**config.mk**
```make
export PLATFORM = sky130hd
export DESIGN_NAME = player_physics
export DESIGN_NICKNAME = d
export VERILOG_FILES = /design/src/rtl/player_physics.sv
export SDC_FILE = /design/constraint.sdc
export NUM_CORES = 1
export LEC_CHECK = 0
export ABC_CLOCK_PERIOD_IN_PS = 3550
export CORE_ASPECT_RATIO = 2
export CORE_MARGIN = 2
export CORE_UTILIZATION = 56
export DETAILED_ROUTE_END_ITERATION = 10
export PLACE_DENSITY_LB_ADDON = 0.25
export REMOVE_ABC_BUFFERS = 1
export SLEW_MARGIN = 20
export SYNTH_ARGS = -nofsm -noshare
export SYNTH_HDL_FRONTEND = slang
export SYNTH_SLANG_ARGS = --single-unit
```
**constraint.sdc**
```tcl
create_clock -name clk -period 3.55 [get_ports clk]
set_input_delay 0.5325 -clock clk [delete_from_list [all_inputs] [get_ports clk]]
set_output_delay 0.5325 -clock clk [all_outputs]
set_load 0.05 [all_outputs]
```
**src/rtl/player_physics.sv**
```systemverilog
// rtl/player_physics.sv - frame-stepped player movement: clamped walk, one-shot jump, timed smash.
// All state advances only on frame_tick; buttons must be released between actions.
module player_physics #(
  parameter int X_MIN        = 0,
  parameter int X_MAX        = 600,
  parameter int START_X      = 300,
  parameter int GROUND_Y     = 400,
  parameter int MOVE_SPEED   = 4,
  parameter int JUMP_VEL     = 12,
  parameter int GRAVITY      = 1,
  parameter int MAX_FALL     = 12,
  parameter int SMASH_FRAMES = 8
) (
  input  logic       clk,
  input  logic       rst,
  input  logic       frame_tick,
  input  logic       op_move_left,
  input  logic       op_move_right,
  input  logic       op_jump,
  input  logic       op_smash,
  output logic [9:0] pos_x,
  output logic [9:0] pos_y,
  output logic [7:0] vel_y,
  output logic [1:0] state,
  output logic       smash_active,
  output logic       jump_pulse
);

  typedef enum logic [1:0] {
    ST_GROUND = 2'd0,
    ST_AIR    = 2'd1,
    ST_SMASH  = 2'd2
  } state_t;

  localparam logic signed [10:0] XMIN_S   = 11'(X_MIN);
  localparam logic signed [10:0] XMAX_S   = 11'(X_MAX);
  localparam logic signed [10:0] MOVE_S   = 11'(MOVE_SPEED);
  localparam logic signed [10:0] GROUND_S = 11'(GROUND_Y);
  localparam logic [9:0]         XMIN_U   = 10'(X_MIN);
  localparam logic [9:0]         XMAX_U   = 10'(X_MAX);
  localparam logic [9:0]         START_U  = 10'(START_X);
  localparam logic [9:0]         GROUND_U = 10'(GROUND_Y);
  localparam logic signed [7:0]  JUMP_V   = 8'(-JUMP_VEL);
  localparam logic signed [8:0]  GRAV_S   = 9'(GRAVITY);
  localparam logic signed [8:0]  MAXF_S   = 9'(MAX_FALL);
  localparam logic signed [7:0]  MAXF_V   = 8'(MAX_FALL);
  localparam logic [7:0]         SMASH_LD = 8'(SMASH_FRAMES - 1);

  logic [9:0]        pos_x_q, pos_x_d;
  logic [9:0]        pos_y_q, pos_y_d;
  logic signed [7:0] vel_q, vel_d;
  state_t            state_q, state_d;
  logic [7:0]        cnt_q, cnt_d;
  logic              jump_armed_q, jump_armed_d;
  logic              smash_armed_q, smash_armed_d;
  logic              jump_pulse_q, jump_pulse_d;

  logic signed [10:0] x_cand;
  logic [9:0]         x_next;
  logic signed [10:0] y_next;
  logic signed [8:0]  vel_inc;
  logic signed [7:0]  vel_fall;
  logic               landed;
  logic               airborne;
  logic               vert_step;

  // Horizontal candidate in 11-bit signed so a step below X_MIN cannot wrap.
  always_comb begin
    x_cand = $signed({1'b0, pos_x_q});
    if (op_move_left && !op_move_right) begin
      x_cand = x_cand - MOVE_S;
    end else if (op_move_right && !op_move_left) begin
      x_cand = x_cand + MOVE_S;
    end
    if (x_cand < XMIN_S) begin
      x_next = XMIN_U;
    end else if (x_cand > XMAX_S) begin
      x_next = XMAX_U;
    end else begin
      x_next = x_cand[9:0];
    end
  end

  always_comb begin
    y_next   = $signed({1'b0, pos_y_q}) + $signed({{3{vel_q[7]}}, vel_q});
    vel_inc  = $signed({vel_q[7], vel_q}) + GRAV_S;
    vel_fall = (vel_inc > MAXF_S) ? MAXF_V : vel_inc[7:0];
    landed   = (y_next >= GROUND_S);
    airborne = (pos_y_q != GROUND_U) || (vel_q != 8'sd0);
  end

  always_comb begin
    pos_x_d       = pos_x_q;
    pos_y_d       = pos_y_q;
    vel_d         = vel_q;
    state_d       = state_q;
    cnt_d         = cnt_q;
    jump_armed_d  = jump_armed_q;
    smash_armed_d = smash_armed_q;
    jump_pulse_d  = 1'b0;
    vert_step     = 1'b0;

    if (frame_tick) begin
      if (!op_jump) begin
        jump_armed_d = 1'b1;
      end
      if (!op_smash) begin
        smash_armed_d = 1'b1;
      end
      if (state_q != ST_SMASH) begin
        pos_x_d = x_next;
      end

      case (state_q)
        ST_GROUND: begin
          if (op_jump && jump_armed_q) begin
            vel_d        = JUMP_V;
            state_d      = ST_AIR;
            jump_pulse_d = 1'b1;
            jump_armed_d = 1'b0;
            // A smash pressed together with the jump is consumed, not deferred.
            if (op_smash) begin
              smash_armed_d = 1'b0;
            end
          end else if (op_smash && smash_armed_q) begin
            state_d       = ST_SMASH;
            cnt_d         = SMASH_LD;
            smash_armed_d = 1'b0;
          end
        end
        ST_AIR: begin
          vert_step = 1'b1;
          if (op_smash && smash_armed_q) begin
            state_d       = ST_SMASH;
            cnt_d         = SMASH_LD;
            smash_armed_d = 1'b0;
          end else if (landed) begin
            state_d = ST_GROUND;
          end
        end
        ST_SMASH: begin
          vert_step = airborne;
          if (cnt_q == 8'd0) begin
            state_d = (!airborne || landed) ? ST_GROUND : ST_AIR;
          end else begin
            cnt_d = cnt_q - 8'd1;
          end
        end
        default: begin
          state_d = ST_GROUND;
        end
      endcase

      if (vert_step) begin
        if (landed) begin
          pos_y_d = GROUND_U;
          vel_d   = 8'sd0;
        end else if (y_next < 11'sd0) begin
          pos_y_d = 10'd0;
          vel_d   = 8'sd0;
        end else begin
          pos_y_d = y_next[9:0];
          vel_d   = vel_fall;
        end
      end
    end
  end

  always_ff @(posedge clk or posedge rst) begin
    if (rst) begin
      pos_x_q       <= START_U;
      pos_y_q       <= GROUND_U;
      vel_q         <= 8'sd0;
      state_q       <= ST_GROUND;
      cnt_q         <= 8'd0;
      jump_armed_q  <= 1'b1;
      smash_armed_q <= 1'b1;
      jump_pulse_q  <= 1'b0;
    end else begin
      pos_x_q       <= pos_x_d;
      pos_y_q       <= pos_y_d;
      vel_q         <= vel_d;
      state_q       <= state_d;
      cnt_q         <= cnt_d;
      jump_armed_q  <= jump_armed_d;
      smash_armed_q <= smash_armed_d;
      jump_pulse_q  <= jump_pulse_d;
    end
  end

  assign pos_x        = pos_x_q;
  assign pos_y        = pos_y_q;
  assign vel_y        = vel_q;
  assign state        = state_q;
  assign smash_active = (state_q == ST_SMASH);
  assign jump_pulse   = jump_pulse_q;

endmodule
```
After elaboration in Yosys (flattened, before gate mapping) --
Cells that the tools add are included.
Word-level totals: output and inout port bits 32, bits in registers 41
Operators by class: order comparisons 5, reductions and logical operators 20, mux-type cells 36, eq/ne operators 9, add/subtract/negate cells 5
Operator list (count):
- 8-bit 2-to-1 mux | 9
- 10-bit 2-to-1 mux | 4
- 8-bit one-hot mux with 3 select lines | 1
- 11-bit by 1-bit < comparator with 1-bit output (second input constant) | 2
- 11-bit 2-to-1 mux | 2
- 1-bit 2-to-1 mux | 12
- 10-bit by 3-bit adder with 11-bit output (second input constant) | 1
- 11-bit by 8-bit adder with 11-bit output | 1
- 11-bit by 10-bit >= comparator with 1-bit output (second input constant) | 1
- 11-bit > comparator (second input constant) | 1
- 10-bit by 3-bit subtractor with 11-bit output (second input constant) | 1
- 2-bit 2-to-1 mux | 5
- 10-bit by 9-bit != test with 1-bit output (second input constant) | 1
- 8-bit by 2-bit adder with 9-bit output (second input constant) | 1
- 9-bit by 5-bit > comparator with 1-bit output (second input constant) | 1
- 8-bit logical NOT | 1
- 4-bit AND reduction | 2
- 8-bit nonzero test | 1
- 8-bit by 1-bit subtractor with 8-bit output (second input constant) | 1
- 2-bit != test (second input constant) | 3
- 3-bit != test (second input constant) | 2
- 2-bit one-hot mux with 3 select lines | 1
- 1-bit logical AND | 4
- 1-bit one-hot mux with 2 select lines | 2
- 10 further kinds | 15

Logic depth before layout (Yosys ltp) --
depth after elaboration 7, gate-level depth with buffers 10

Least setup slack after synthesis --
No wires, ideal clock.
kind reg-to-reg, from register vel_q[0], in the netlist vel_y[0], to register state_q[0], in the netlist state[0], period minus slack after synthesis 2.890 ns, arrival 2.765 ns, stages on the path, launching flop included 10, buffers on the path 0, library setup time 0.125 ns, path slack 0.660 ns, path through dfrtp_1 > ha_1 > fa_1 > a211oi_2 > o21ai_1 > xor2_1 > nor4_4 > o31a_1 > o21ai_1 > mux2_2
Between the ends: word-level cells in the longest chain between the ends 7
Ends and longest elaborated chain:
- start, declared | line 51 | logic signed [7:0] vel_q, vel_d;
- start signal, assigned | line 182 | vel_q <= vel_d;
- branches (longest 7 deep; another with 11-bit by 8-bit adder with 11-bit output)
- end signal, assigned | line 183 | state_q <= state_d;
- end, declared | line 52 | state_t state_q, state_d;
Several ways; the timed one is not identified. The select of a mux whose other input is x is not followed. A chain may end at the register's enable or synchronous reset.

Worst setup path after layout --
from register vel_q[0], in the netlist vel_y[0], to register vel_q[7], in the netlist vel_y[7]
Between the ends: word-level cells in the longest chain between the ends 6
Ends and longest elaborated chain (line):
- 8-bit by 2-bit adder with 9-bit output / 8-bit nonzero test (equally long branches) | 86, 89
- 9-bit by 5-bit > comparator with 1-bit output / 1-bit logical OR (equally long branches) | 87, 89
- 8-bit 2-to-1 mux / 1-bit one-hot mux with 2 select lines (equally long branches) | 87, 114
- 8-bit 2-to-1 mux / 1-bit 2-to-1 mux (equally long branches) | 158, 103
- 8-bit 2-to-1 mux / 2-bit nonzero test (equally long branches)
- 8-bit 2-to-1 mux / 3-bit AND reduction (equally long branches)
Several ways; a longest one is shown, not always the timed one. The select of a mux whose other input is x is not followed.

==> flow_summary_export.csv <==
group,metric,value,unit
run_status,run_status,"complete, no violations",
setup_path,path_cells,"ha_1 > fa_1 > a211oi_2 > o211ai_2 > a41oi_2 > xnor2_1 > o311ai_2 > buf_4 > or2_1 > o31ai_1",
detailed_routing,routed-via-count,2737,
placed_design,gpl.final_weighted_congestion,0.885,
pwr,max-vdd-ir-drop,0.000672,V
sta,finClkSkew,0.0110,ns
global_routing,grt_pass1_wl,12.6,mm
sta,worst_slew_pin_slew,0.884,ns
detailed_routing,final_antenna_net_count,0,
sta,final.period_utilization,83.1,%
setup_path,worst-setup-path-type,"reg -> reg",
setup_path,cp_data_arrival_time,3.17,ns
synth,dominantRegCellSynth,"sky130_fd_sc_hd__dfrtp_1",
pwr,pwr-share-seq,26.8,%
flow_run,drv.max_cap_violation_count,0,
finish,stdcell_area,3530,sq um
detailed_routing,detail_route.iter0.violations,108,
pwr,power.share.switching,53.4,%
sta,min_period,2.95,ns
floorplan,die-area,6050,sq um
sta,whs,0.496,ns
pwr,ratio_of_total_power_to_cell_area,949,nW/um^2
detailed_routing,route.detailed.wl_per_inst,17.6,microns
clocking,clkSlewWorstSetupHoldPaths,0.08,ns
synth,syn-instance-count,335,
pwr,share_clk_of_total_power,9.4,%
clocking,clkSinkCount,39,
synth,synthDominantCellAreaShare,24.8,%
global_routing,grt_use_total,26.8,%
clocking,max-clock-path-buffers,2,
detailed_routing,dr.pass1.iters,4,
global_routing,globalRouteOverflowTotal,0,
clocking,cts.root.buffer_cell,"sky130_fd_sc_hd__clkbuf_8",
floorplan,die_h,108,microns
pwr,total_leakage_power,1.52,nW
global_routing,number_of_global_route_vias_before_repair,2742,
pwr,share_comb_of_total_power,63.8,%
sta,finalWorstSetupSlack,0.600,ns
pwr,p_switching,1.79,mW
detailed_routing,routed_via_density,6.32,
clocking,htreeDepth,2,
sta,max_slew_margin,41.0,%
clocking,cts.repair_timing.setup_buffer_count,0,
synth,netlist_area,3030,sq um
synth,syn_avg_cell_area,9.04,sq um
setup_path,reg2reg_from,"vel_y[0]",
setup_path,crit_fanout,13,
synth,synthDominantAreaCellType,"sky130_fd_sc_hd__dfrtp_1",
placed_design,post-place-ws,0.610,ns
sta,grt_setup_unrepaired,"false",
synth,synth.yosys.seq_area_share,32.6,%
synth,synth_unique_cells,73,
floorplan,core_region_area,5180,sq um
finish,non_filler_cells_final,433,
finish,final_layout_size_suffix_gt1_share,11.5,%
setup_path,critPathSlowestCell,"sky130_fd_sc_hd__dfrtp_1",
floorplan,die_extent_in_x,56.0,microns
setup_path,worst-endpoint-required,3.77,ns
placed_design,detailedPlacementHpwl,5.87,mm
synth,synth_edf_count,0,
floorplan,num_io_pins,39,
finish,antenna-diode-count,0,
finish,post-route-util,68.1,%
detailed_routing,drt_wl_total,7.61,mm
synth,synth_area_leaders,"sky130_fd_sc_hd__dfrtp_1, sky130_fd_sc_hd__ha_1, sky130_fd_sc_hd__dfstp_2",
finish,syn_to_final_growth,16.7,%
synth,synth.ff_latch_count,39,
placed_design,io_buffer_count,36,
setup_path,startpoint,"vel_y[0]",
placed_design,placed_cells,425,
setup_path,crit_path_max_incr_delay,0.47,ns
sta,finalSetupViolations,0,
hold_path,worstHoldPathType,"reg -> reg",
clocking,clkLatencyLatePin,0.32,ns
hold_path,hp-start,"smash_armed_q",
clocking,cts_tree,"built",
detailed_routing,drc,0,
setup_path,crit_buf_inv,1,
sta,finalMaxSlewViolations,0,
pwr,internal-power,1.56,mW
clocking,cts_bufs_inserted,5,
sta,hold_violations,0,
sta,max_freq,0.339,GHz
sta,totalNegativeSetupSlack,0,ns
clocking,postCtsHoldBufs,0,
floorplan,floorplan.rows,37,
global_routing,grt_start_max_net_pins,25,
setup_path,reg2reg_slack,0.60,ns
clocking,postCtsResizedCells,0,
synth,fraction_of_registers_with_async_set_reset,100,%
floorplan,initial_utilization,58.4,%
placed_design,postPlaceCellArea,3440,sq um
setup_path,worst_setup_path_end_kind,"register",
setup_path,cell_family_with_most_cp_delay,"compound AO/OA/AOI/OAI gates",
pwr,fin_total_pwr,3.35,mW
finish,finish.net_count,402,
setup_path,start_kind,"register",
global_routing,antenna_found_initial,0,
synth,synth-warning-count,0,
[power by group through the flow]
stage               Combinational (mW)  Sequential, mW  Clock, mW
floorplan                         1.20            1.21          0
global placement                  2.08           0.886          0
detailed placement                2.13           0.892          0
CTS                               2.13           0.888      0.315
global route                      2.31           0.922      0.334
finish                            2.14           0.898      0.314
[cell usage in the layout, fill, tap and decap left out, types with 3 or more instances in the layout]
cell | Yosys | final
sky130_fd_sc_hd__clkdlybuf4s50_1 | 0 | 36
sky130_fd_sc_hd__nand2_1 | 35 | 35
sky130_fd_sc_hd__nor2_1 | 30 | 30
sky130_fd_sc_hd__dfrtp_1 | 30 | 30
sky130_fd_sc_hd__o21ai_0 | 25 | 25
sky130_fd_sc_hd__ha_1 | 20 | 20
sky130_fd_sc_hd__a21oi_1 | 17 | 17
sky130_fd_sc_hd__inv_1 | 14 | 14
sky130_fd_sc_hd__xor2_1 | 11 | 11
sky130_fd_sc_hd__nand3_1 | 10 | 10
sky130_fd_sc_hd__o31ai_1 | 9 | 9
sky130_fd_sc_hd__dfstp_2 | 9 | 9
sky130_fd_sc_hd__xnor2_1 | 8 | 8
sky130_fd_sc_hd__and3_1 | 7 | 7
sky130_fd_sc_hd__nand2b_1 | 6 | 6
sky130_fd_sc_hd__nor4_1 | 5 | 5
sky130_fd_sc_hd__clkbuf_8 | 0 | 5
sky130_fd_sc_hd__o21ai_1 | 4 | 4
sky130_fd_sc_hd__nor2b_1 | 4 | 4
sky130_fd_sc_hd__nor3_1 | 4 | 4
sky130_fd_sc_hd__buf_4 | 3 | 4
sky130_fd_sc_hd__o211ai_2 | 3 | 3
sky130_fd_sc_hd__mux2_2 | 3 | 3
sky130_fd_sc_hd__a21o_1 | 3 | 3
sky130_fd_sc_hd__a31oi_1 | 3 | 3
sky130_fd_sc_hd__nor4b_1 | 3 | 3
sky130_fd_sc_hd__and2_1 | 3 | 3
sky130_fd_sc_hd__o21a_1 | 3 | 3
sky130_fd_sc_hd__o22a_1 | 3 | 3
[cell usage after synthesis (all sizes together), types with 4 or more instances]
master   n
ha      20
dfrtp   30
nor4b    5
o31ai    9
nor2    31
nor4     6
and3     7
xor2    13
o21ai   29
a21oi   17
nand3   10
nor2b    5
o211ai   5
buf      8
inv     14
nand2b   6
xnor2    8
nor3     4
dfstp    9
nand2   35
[worst register-to-register path, delay by kind of cell (launching register included)]
family / cells / cell delay, ns
AOI/OAI and AO/OA: 5 / 1.01
xor gates and xnor gates: 1 / 0.20
adders and majority gates: 2 / 0.74
buffers and inverters: 1 / 0.20
DFF: 1 / 0.47
and+or+nand+nor: 1 / 0.25
[final cells by class]
cell class | instances | area (sq um)
Clock buffer | 5 | 68.8
Clock inverter | 3 | 20.0
Fill cell | 434 | 1650
Inverter | 14 | 52.6
Multi-Input combinational cell | 274 | 1940
Sequential cell | 39 | 987
Tap cell | 58 | 72.6
Timing Repair Buffer | 40 | 390
[metal layers]
metal	share of wire, %	up-vias	GRT usage (%)	routed length (microns)
li1	-	1303	-	-
met1	36	1334	25.6	2730
met2	56	73	51.7	4250
met3	3.1	27	4.19	236
met4	5.1	0	16.5	387
met5	0	-	0	0
[registers in the layout, summed over array words and instances (netlist names)]
signal / count
state: 2
vel_y: 8
cnt_q: 8
smash_armed_q: 1
pos_x: 8
pos_y: 10
jump_pulse: 1
jump_armed_q: 1
[cells by family after synthesis]
| family | Yosys count | share of synthesized area (%) |
|---|---|---|
| xor gates and xnor gates | 21 | 6.94 |
| AOI/OAI and AO/OA | 100 | 24.0 |
| other | 1 | 0.124 |
| adders and majority gates | 21 | 8.93 |
| and+or+nand+nor | 125 | 22.2 |
| muxes | 5 | 1.78 |
| buffers and inverters | 23 | 3.43 |
| DFF | 39 | 32.6 |
[final timing paths]
path,to,cells past startpoint
hold reg to reg,smash_armed_q,2
setup / recovery,vel_y[7],10
hold / removal,smash_armed_q,2
min in group asynchronous,cnt_q[5],2
setup reg to reg,vel_y[7],10
max in group asynchronous,jump_armed_q,3
(Power assumes the default switching activity.)
